===== config.mk =====
export PLATFORM = sky130hd
export DESIGN_NAME = fde_core_flat
export DESIGN_NICKNAME = d
export VERILOG_FILES = /design/src/rtl/fde_core_if.sv /design/src/rtl/fde_core.sv /design/src/flat_wrapper.sv
export SDC_FILE = /design/constraint.sdc
export NUM_CORES = 1
export LEC_CHECK = 0
export CAP_MARGIN = 20
export CELL_PAD_IN_SITES_DETAIL_PLACEMENT = 1
export CELL_PAD_IN_SITES_GLOBAL_PLACEMENT = 2
export CORE_MARGIN = 3
export CORE_UTILIZATION = 37
export DETAILED_ROUTE_END_ITERATION = 16
export HOLD_SLACK_MARGIN = 0.12
export PLACE_DENSITY_LB_ADDON = 0.1
export SETUP_SLACK_MARGIN = 0.5
export SLEW_MARGIN = 20
export SYNTH_ARGS = -nofsm -noshare
export SYNTH_HDL_FRONTEND = slang
export SYNTH_SLANG_ARGS = --single-unit

===== constraint.sdc =====
create_clock -name clk -period 4.1 [get_ports clk]
set_input_delay 0.82 -clock clk [delete_from_list [all_inputs] [get_ports clk]]
set_output_delay 0.82 -clock clk [all_outputs]
set_load 0.01 [all_outputs]

===== src/rtl/fde_core_if.sv =====
// Instruction-ROM port of the FDE core: address out, combinational instruction word back.
// Zero latency (pure wires); no backpressure, the ROM answers every address in the same cycle.
interface fde_core_if #(
    parameter int PC_W    = 4,
    parameter int INSTR_W = 10
);
    logic [PC_W-1:0]    imem_addr;
    logic [INSTR_W-1:0] imem_data;

    modport master (output imem_addr, input imem_data);
    modport slave  (input imem_addr, output imem_data);
endinterface


===== src/rtl/fde_core.sv =====
// Parametrised fetch-decode-execute core with run/stop and single-step control.
// Latency: fixed 3 cycles per instruction (FETCH, DECODE, EXECUTE); HALT is terminal until reset.
// Backpressure: stop=1 parks the core at FETCH; each registered step edge releases one instruction.
module fde_core #(
    parameter int DATA_W = 8,
    parameter int RA_W   = 2,
    parameter int PC_W   = 4
) (
    input  logic              clk,
    input  logic              reset,
    input  logic              stop,
    input  logic              step,
    fde_core_if.master        imem,
    output logic [3:0]        opcode,
    output logic [DATA_W-1:0] operand_1,
    output logic [DATA_W-1:0] operand_2,
    output logic [DATA_W-1:0] result,
    output logic [PC_W-1:0]   pc,
    output logic [1:0]        state,
    output logic              halted
);
    localparam int INSTR_W = 4 + 3 * RA_W;
    localparam int NREGS   = 2 ** RA_W;

    typedef enum logic [1:0] {
        ST_FETCH  = 2'b00,
        ST_DECODE = 2'b01,
        ST_EXEC   = 2'b10,
        ST_HALT   = 2'b11
    } state_t;

    state_t              cur_st, nxt_st;
    logic [INSTR_W-1:0]  ir;
    logic [DATA_W-1:0]   regs [NREGS];
    logic                step_prev, step_pend;
    logic                run_ok, ir_load;
    logic                wr_en;
    logic [DATA_W-1:0]   wr_val;
    logic [PC_W-1:0]     pc_nxt;
    logic [DATA_W-1:0]   imm;
    logic [PC_W-1:0]     tgt;

    logic [3:0]          ir_op;
    logic [RA_W-1:0]     ir_dst, ir_src1, ir_src2;

    assign ir_op   = ir[INSTR_W-1 -: 4];
    assign ir_dst  = ir[3*RA_W-1 -: RA_W];
    assign ir_src1 = ir[2*RA_W-1 -: RA_W];
    assign ir_src2 = ir[RA_W-1:0];

    // Immediate {src1,src2} and jump target {dst,src1,src2}: zero-extend or truncate per bit.
    for (genvar gi = 0; gi < DATA_W; gi++) begin : g_imm
        if (gi < 2 * RA_W) begin : g_bit
            assign imm[gi] = ir[gi];
        end else begin : g_zero
            assign imm[gi] = 1'b0;
        end
    end

    for (genvar gj = 0; gj < PC_W; gj++) begin : g_tgt
        if (gj < 3 * RA_W) begin : g_bit
            assign tgt[gj] = ir[gj];
        end else begin : g_zero
            assign tgt[gj] = 1'b0;
        end
    end

    assign run_ok         = !stop || step_pend;
    assign imem.imem_addr = pc;
    assign state          = cur_st;
    assign halted         = (cur_st == ST_HALT);

    always_comb begin
        nxt_st  = cur_st;
        ir_load = 1'b0;
        case (cur_st)
            ST_FETCH: begin
                if (run_ok) begin
                    nxt_st  = ST_DECODE;
                    ir_load = 1'b1;
                end
            end
            ST_DECODE: nxt_st = ST_EXEC;
            ST_EXEC:   nxt_st = (opcode == 4'hF) ? ST_HALT : ST_FETCH;
            ST_HALT:   nxt_st = ST_HALT;
            default:   nxt_st = ST_FETCH;
        endcase
    end

    // EXECUTE works from the operands latched in DECODE, so a write never races its own read.
    always_comb begin
        wr_en  = 1'b0;
        wr_val = '0;
        pc_nxt = pc + PC_W'(1);
        case (opcode)
            4'h1: begin wr_en = 1'b1; wr_val = operand_1 + operand_2; end
            4'h2: begin wr_en = 1'b1; wr_val = operand_1 - operand_2; end
            4'h3: begin wr_en = 1'b1; wr_val = operand_1 & operand_2; end
            4'h4: begin wr_en = 1'b1; wr_val = operand_1 | operand_2; end
            4'h5: begin wr_en = 1'b1; wr_val = operand_1 ^ operand_2; end
            4'h6: begin wr_en = 1'b1; wr_val = imm; end
            4'h7: pc_nxt = tgt;
            4'h8: if (operand_1 == '0) pc_nxt = tgt;
            4'hF: pc_nxt = pc;
            default: ;
        endcase
    end

    always_ff @(posedge clk or negedge reset) begin
        if (!reset) begin
            cur_st    <= ST_FETCH;
            ir        <= '0;
            step_prev <= 1'b0;
            step_pend <= 1'b0;
            opcode    <= '0;
            operand_1 <= '0;
            operand_2 <= '0;
            result    <= '0;
            pc        <= '0;
            for (int i = 0; i < NREGS; i++) regs[i] <= '0;
        end else begin
            cur_st    <= nxt_st;
            step_prev <= step;

            // A new edge wins over consumption so back-to-back pulses are never lost.
            if (cur_st == ST_HALT)
                step_pend <= 1'b0;
            else if (step && !step_prev && stop)
                step_pend <= 1'b1;
            else if (ir_load)
                step_pend <= 1'b0;

            if (ir_load)
                ir <= imem.imem_data;

            if (cur_st == ST_DECODE) begin
                opcode    <= ir_op;
                operand_1 <= regs[ir_src1];
                operand_2 <= regs[ir_src2];
            end

            if (cur_st == ST_EXEC) begin
                pc <= pc_nxt;
                if (wr_en) begin
                    regs[ir_dst] <= wr_val;
                    result       <= wr_val;
                end
            end
        end
    end
endmodule


===== src/flat_wrapper.sv =====
// flat-port wrapper written by rule: the top's interface ports become plain ports
module fde_core_flat 
#(
    parameter int DATA_W = 8,
    parameter int RA_W   = 2,
    parameter int PC_W   = 4
)
  (clk, reset, stop, step, opcode, operand_1, operand_2, result, pc, state, halted, imem_imem_addr, imem_imem_data);
  fde_core_if #(.PC_W(PC_W), .INSTR_W(10)) imem_i ();
  input  logic clk;
  input  logic reset;
  input  logic stop;
  input  logic step;
  output logic [3:0] opcode;
  output logic [DATA_W-1:0] operand_1;
  output logic [DATA_W-1:0] operand_2;
  output logic [DATA_W-1:0] result;
  output logic [PC_W-1:0] pc;
  output logic [1:0] state;
  output logic halted;
  output wire logic [$bits(imem_i.imem_addr)-1:0] imem_imem_addr;
  input wire logic [$bits(imem_i.imem_data)-1:0] imem_imem_data;
  assign imem_imem_addr = imem_i.imem_addr;
  assign imem_i.imem_data = imem_imem_data;
  fde_core #(.DATA_W(DATA_W), .RA_W(RA_W), .PC_W(PC_W)) u_core (.clk(clk), .reset(reset), .stop(stop), .step(step), .imem(imem_i), .opcode(opcode), .operand_1(operand_1), .operand_2(operand_2), .result(result), .pc(pc), .state(state), .halted(halted));
endmodule

Yosys cells after proc, flatten, opt, wreduce, memory -nomap -nowiden
Cells that the tools add are included.
{"block": "classes", "n_addsub": 3, "order_cmp": 4, "n_eq_ne": 13, "muxes": 21, "bitwise_logic": 7, "n_reduce_logical": 12}
{"operator": "one-hot mux 8 bit (6 select lines)", "n": 1}
{"operator": "2-to-1 mux 8 bit", "n": 5}
{"operator": "binary-select mux 8 bit (select 2 bit)", "n": 2}
{"operator": "bitwise mux 32 bit", "n": 1}
{"operator": "demux 8 bit (select 2 bit)", "n": 1}
{"operator": "equality test 4 x 3 -> 1 bit (second input constant)", "n": 4}
{"operator": "one-hot mux 4 bit (3 select lines)", "n": 1}
{"operator": ">= comparator 3 bit (second input constant)", "n": 3}
{"operator": "NOT 2 -> 3 bit", "n": 3}
{"operator": "adder 8 bit", "n": 1}
{"operator": "AND 8 bit", "n": 1}
{"operator": "equality test 4 x 2 -> 1 bit (second input constant)", "n": 2}
{"operator": "equality test 4 bit (second input constant)", "n": 2}
{"operator": "logical NOT 8 bit", "n": 1}
{"operator": "OR 8 bit", "n": 1}
{"operator": "one-hot mux 2 bit (4 select lines)", "n": 1}
{"operator": "subtractor 8 bit", "n": 1}
{"operator": "XOR 8 bit", "n": 1}
{"operator": "2-to-1 mux 1 bit", "n": 6}
{"operator": "OR reduction 6 bit", "n": 1}
{"operator": "adder 4 x 1 -> 4 bit (second input constant)", "n": 1}
{"operator": "equality test 2 bit (second input constant)", "n": 2}
{"operator": "equality test 4 x 1 -> 1 bit (second input constant)", "n": 1}
{"operator": "2-to-1 mux 2 bit", "n": 2}
{"operator": "other kinds (11)", "n": 15}
{"block": "totals", "regBits": 78, "input_bits": 14}

Logic depth before layout (Yosys ltp)
{"block": "depth", "ltp_word": 7, "ltp_mapped": 10}

Worst setup path after synthesis
Ideal clock, no wire load.
{"block": "synth_timing", "path_kind": "register -> register", "startpoint": "register u_core.opcode[2]", "endpoint": "register u_core.result[4]", "setup_time_ps": 66, "arrival_time_ps": 3044, "path_slack_ps": 989, "path_stages_with_launch": 10, "path_cell_list": "dfrtp_1 -> buf_2 -> nor4b_1 -> mux2_2 -> fa_1 -> nor2b_1 -> o21a_1 -> nor3_1 -> o31ai_1 -> mux2_2"}
{"block": "synth_via", "elab_chain_cells": 4}
{"item": "start, declared", "line_no": "fde_core.sv:14", "rtl": "output logic [3:0] opcode,"}
{"item": "start signal, assigned", "line_no": "fde_core.sv:137", "rtl": "opcode <= ir_op;"}
{"item": "equality test 4 x 1 -> 1 bit (tied with other cells)", "line_no": "fde_core.sv:95", "rtl": "case (opcode)"}
{"item": "OR reduction 6 bit (no source line)"}
{"item": "2-to-1 mux 1 bit", "line_no": "fde_core.sv:95"}
{"item": "AND reduction 2 bit (no source line)"}
{"item": "end signal, assigned", "line_no": "fde_core.sv:146", "rtl": "result <= wr_val;"}
{"item": "end, declared", "line_no": "fde_core.sv:17", "rtl": "output logic [DATA_W-1:0] result,"}
Parallel ways exist; a longest one is shown, timed or not.
A chain may end at the register's enable or synchronous reset.

Worst setup path after layout
{"block": "layout_timing", "startpoint": "register u_core.opcode[3]", "endpoint": "register u_core.regs[4] (netlist bit)"}
{"block": "layout_via", "elab_chain_cells": 4}
{"item": "equality test 4 x 1 -> 1 bit (tied with other cells)", "line_no": "fde_core.sv:95"}
{"item": "OR reduction 6 bit (no source line)"}
{"item": "2-to-1 mux 1 bit", "line_no": "fde_core.sv:95"}
{"item": "AND reduction 2 bit (no source line)"}
{"item": "end signal, assigned by index", "line_no": "fde_core.sv:145", "rtl": "regs[ir_dst] <= wr_val;"}
{"item": "end, declared", "line_no": "fde_core.sv:34", "rtl": "logic [DATA_W-1:0] regs [NREGS];"}
Parallel ways exist; a longest one is shown, timed or not.

==> impl_results.rst <==
.. list-table::
   :header-rows: 1

   * - Metric
     - Value
   * - Nets
     - 485
   * - Worst hold path class
     - reg -> reg
   * - Worst clock skew on the final layout
     - 0.00503 ns
   * - Required time of the worst setup path
     - 4.38 ns
   * - Mapped Avg Cell Area
     - 11.3 µm²
   * - Final Max Slew Viols
     - 0
   * - Syn Nets
     - 437
   * - Pin slew with the least headroom to its limit
     - 0.714 ns
   * - Number of maximum-capacitance violations
     - 0
   * - Total power of the final layout
     - 4.59 mW
   * - Cell family with the largest share of critical-path delay
     - compound AO/OA/AOI/OAI gates
   * - Total number of vias
     - 3261
   * - Prevailing post-synth register cell
     - sky130_fd_sc_hd__dfrtp_1
   * - Worst reg-to-reg path cell count
     - 9
   * - Type of element launching the critical path
     - flip-flop
   * - Number of cell rows
     - 39
   * - Setup TNS Final
     - 0 ns
   * - DRC
     - 0
   * - Clock input transition at the sequential cells of the worst setup and hold paths
     - 0.06 ns
   * - #FFs+latches synth
     - 78
   * - Critical setup path kind
     - reg -> reg
   * - PostCTS Resize Cnt
     - 0
   * - Synth warn
     - 0
   * - Total Routing Usage GR
     - 19.7%
   * - Root buffer cell
     - sky130_fd_sc_hd__clkbuf_16
   * - Worst path cell trace
     - nor4b_1, buf_4, mux2_2, fa_1, nor2b_1, o21a_1, nor3_1, o31ai_1, mux2_2
   * - Min-delay src
     - u_core.ir[9]
   * - Synth-to-Final Area Change
     - 21.4%
   * - Filler Cells Inserted
     - 1252
   * - Critical Path Source
     - u_core.opcode[3]
   * - Initial cell density of the core
     - 38.6%
   * - Routability congestion estimate from global placement
     - 0.863
   * - Routed wire length
     - 12200 µm
   * - Fraction of power consumed by the clock network
     - 18.6%
   * - Multi-input gate area in the final layout
     - 2320 µm²
   * - Worst R2R End
     - u_core.regs[4]
   * - Number of synthesized flops with an enable pin
     - 0
   * - Dominant cell type by count on the critical path
     - sky130_fd_sc_hd__mux2_2
   * - Launch point of the worst reg-to-reg path
     - u_core.opcode[3]
   * - CP Buf/Inv Count
     - 1
   * - CORE AREA
     - 11600 µm²
   * - Maximum number of pins on one net before global-route repair
     - 54
   * - Die area
     - 13500 µm²
   * - Number of distinct library cells after synthesis
     - 46
   * - Sinks on the clock net
     - 78
   * - Share of the clock period used by the worst path after layout
     - 79.0%
   * - Worst slew margin relative to its limit
     - 52.4%
   * - Hold path endpoint
     - u_core.opcode[3]
   * - Leak
     - 2.35 nW
   * - Pre-antenna DRT Iters
     - 4
   * - CTS H-tree depth
     - 3
   * - Critical-path cell with the highest stage delay
     - sky130_fd_sc_hd__o31ai_1
   * - RSZ-0062 raised after global routing
     - false
   * - Final number of hold-violating endpoints
     - 0
   * - Number of buffers inserted during clock tree synthesis
     - 9
   * - Setup fix buffers added after clock tree synthesis
     - 0
   * - Net switching share of the total power
     - 41.3%
   * - # setup viols final
     - 0
   * - Endpoint arrival time on the critical path
     - 3.52 ns
   * - DR iter-0 viols
     - 169
   * - Sequential fraction of the synthesis area
     - 43.6%
   * - Final global-route overflow total
     - 0
   * - Cell area after synthesis
     - 4480 µm²
   * - Share of async-settable or async-resettable flops after synthesis
     - 100%
   * - Cells on Worst Hold Path
     - 2
   * - CTS tree
     - built
   * - HPWL after detailed placement
     - 8930 µm
   * - Largest fanout on the critical path
     - 13
   * - Combinational Power Share
     - 50.3%
   * - Post-layout minimum cycle time
     - 3.24 ns
   * - Crit path capture type
     - flip-flop
   * - Average wire per cell in the routed design
     - 20.7 µm
   * - Max VDD drop
     - 0.356 mV
   * - Post-detailed-route via-to-cell ratio
     - 5.51
   * - Remaining antenna violation count
     - 0
   * - Worst-Skew Late Latency
     - 0.34 ns
   * - Antenna cell count
     - 0
   * - Floorplan die height
     - 116 µm
   * - P_sw
     - 1.89 mW
   * - Cells after Synth
     - 397
   * - Fraction of final layout cells with drive strength greater than 1
     - 20.9%
   * - Pint
     - 2.70 mW
   * - Minimum setup slack among reg-to-reg paths
     - 0.86 ns
   * - Count of port buffers added during placement
     - 52
   * - Upper clock frequency limit
     - 309 MHz
   * - Chip width
     - 116 µm
   * - Area occupied by registers
     - 1950 µm²
   * - Part of the power in registers
     - 31.2%
   * - Number of buffers on the longest clock path
     - 2
   * - Wire length of the first global-routing pass
     - 19800 µm
   * - Number of antenna violations at the first check in global routing
     - 0
   * - Critical path's largest stage delay
     - 0.55 ns
   * - Outcome
     - finished, final reports clean
   * - Hold-fix buffer count after cts
     - 0
   * - Total I/O pin count
     - 53
   * - Vias in the first global route
     - 3389
   * - Power per Cell Area
     - 844 nW/µm²
power by group through the flow:
stage | logic (mW) | clock network (mW) | registers, mW
2_1_floorplan | 1.63 | 0 | 1.30
3_3_place_gp | 2.27 | 0 | 1.44
3_5_place_dp | 2.30 | 0 | 1.45
4_1_cts | 2.32 | 0.875 | 1.44
5_1_grt | 2.55 | 0.906 | 1.49
6_report | 2.31 | 0.852 | 1.43
metal layers:
layer	global-route usage, %	vias to the layer above	part of all wire (%)	wire [µm]
met3	4.70	9	3.9	478
li1	-	1527	-	-
met5	0	-	0	0
met2	29.7	52	46	5570
met4	4.41	0	1.0	126
met1	28.9	1673	50	6070
through the flow:
step	instance area, µm²	std cells	setup WS [ns]	util [%]	hold WS (ns)
after global routing	5440	592	0.651	46.8	0.535
after floorplan	4480	397	0.989	-	0.444
after global placement	5130	577	1.04	44.2	0.482
after detailed placement	5130	577	0.915	44.2	0.475
after CTS	5440	592	0.894	46.8	0.487
final	5440	592	0.860	46.8	0.479
cells in the mapped netlist (2+ instances only):
cell type / n / share of area, %
sky130_fd_sc_hd__dfrtp_1: 78 / 44
sky130_fd_sc_hd__mux2_2: 48 / 12
sky130_fd_sc_hd__nand2_1: 35 / 2.9
sky130_fd_sc_hd__o21ai_0: 31 / 3.5
sky130_fd_sc_hd__ha_1: 25 / 7.0
sky130_fd_sc_hd__inv_1: 24 / 2.0
sky130_fd_sc_hd__mux4_2: 16 / 8.0
sky130_fd_sc_hd__nor2_1: 16 / 1.3
sky130_fd_sc_hd__clkbuf_1: 13 / 1.1
sky130_fd_sc_hd__a22oi_1: 9 / 1.5
sky130_fd_sc_hd__xnor2_1: 9 / 1.8
sky130_fd_sc_hd__a21oi_1: 8 / 0.89
sky130_fd_sc_hd__nor3_1: 7 / 0.78
sky130_fd_sc_hd__nor2b_1: 6 / 0.84
sky130_fd_sc_hd__a41oi_1: 5 / 0.98
sky130_fd_sc_hd__buf_4: 5 / 0.84
sky130_fd_sc_hd__nand3b_1: 5 / 0.84
sky130_fd_sc_hd__a31oi_1: 4 / 0.56
sky130_fd_sc_hd__and3_1: 4 / 0.56
sky130_fd_sc_hd__nand3_1: 4 / 0.45
sky130_fd_sc_hd__o31ai_1: 4 / 0.67
sky130_fd_sc_hd__buf_2: 3 / 0.34
sky130_fd_sc_hd__mux2i_1: 3 / 0.67
sky130_fd_sc_hd__o22ai_1: 3 / 0.42
sky130_fd_sc_hd__a21o_1: 2 / 0.34
sky130_fd_sc_hd__buf_1: 2 / 0.17
sky130_fd_sc_hd__nand2b_1: 2 / 0.28
sky130_fd_sc_hd__nand4_1: 2 / 0.28
sky130_fd_sc_hd__nor3b_1: 2 / 0.34
sky130_fd_sc_hd__nor3b_4: 2 / 0.84
sky130_fd_sc_hd__nor4_1: 2 / 0.28
sky130_fd_sc_hd__o21a_1: 2 / 0.34
sky130_fd_sc_hd__or3_1: 2 / 0.28
sky130_fd_sc_hd__or4_1: 2 / 0.34
flip-flops by register name (all words and copies together), names as in the netlist:
name                   cells
u_core.regs               32
u_core.ir                 10
u_core.operand_1           8
u_core.operand_2           8
u_core.result              8
u_core.imem.imem_addr      4
u_core.opcode              4
u_core.state               2
u_core.step_pend           1
u_core.step_prev           1
kinds of logic (layout without fill, tap and decap cells):
family	after synthesis	in the layout	synth area share, %
muxes	68	68	21.0
and+or+nand+nor	95	95	11.3
buffers and inverters	48	100	4.69
DFF	78	78	43.6
xor gates and xnor gates	10	10	1.95
AOI/OAI and AO/OA	72	72	10.0
adders and majority gates	26	26	7.43
final cells by class:
cell class	instances	area share, %
inverter	24	1.66
clock inverter	6	1.59
sequential	78	35.9
clock buffer	9	4.14
multi-input combinational	271	42.7
timing repair buffer	61	10.8
tap	143	3.29
cell usage in the layout, fill, tap and decap left out, drive strengths merged, types with 4 or more instances in the layout:
cell and count:
ha 25, a31oi 4, clkdlybuf4s50 51, xnor2 9
nand3b 5, dfrtp 78, nor3 8, nor3b 4
inv 25, a21oi 8, nand2 35, a41oi 5
and3 4, mux2 49, nand3 4, buf 10
o31ai 4, o21ai 31, clkbuf 9, a22oi 9
nor2b 6, mux4 16, nor2 16
worst max path at each step:
stage,endpoint,slack [ns],cells past startpoint
after floorplan,u_core.result[4],0.99,9
after global placement,u_core.regs[12],1.04,9
after detailed placement,u_core.regs[20],0.91,9
after CTS,u_core.regs[20],0.89,9
after global routing,u_core.regs[20],0.65,9
final,u_core.regs[4],0.86,9
tightest hold or removal path: stages (launching register included):
cell,delay [ns]
sky130_fd_sc_hd__dfrtp_1,0.34
sky130_fd_sc_hd__nand2_1,0.04
sky130_fd_sc_hd__o21ai_0,0.06
No activity file was read; power rests on OpenSTA's default activity.
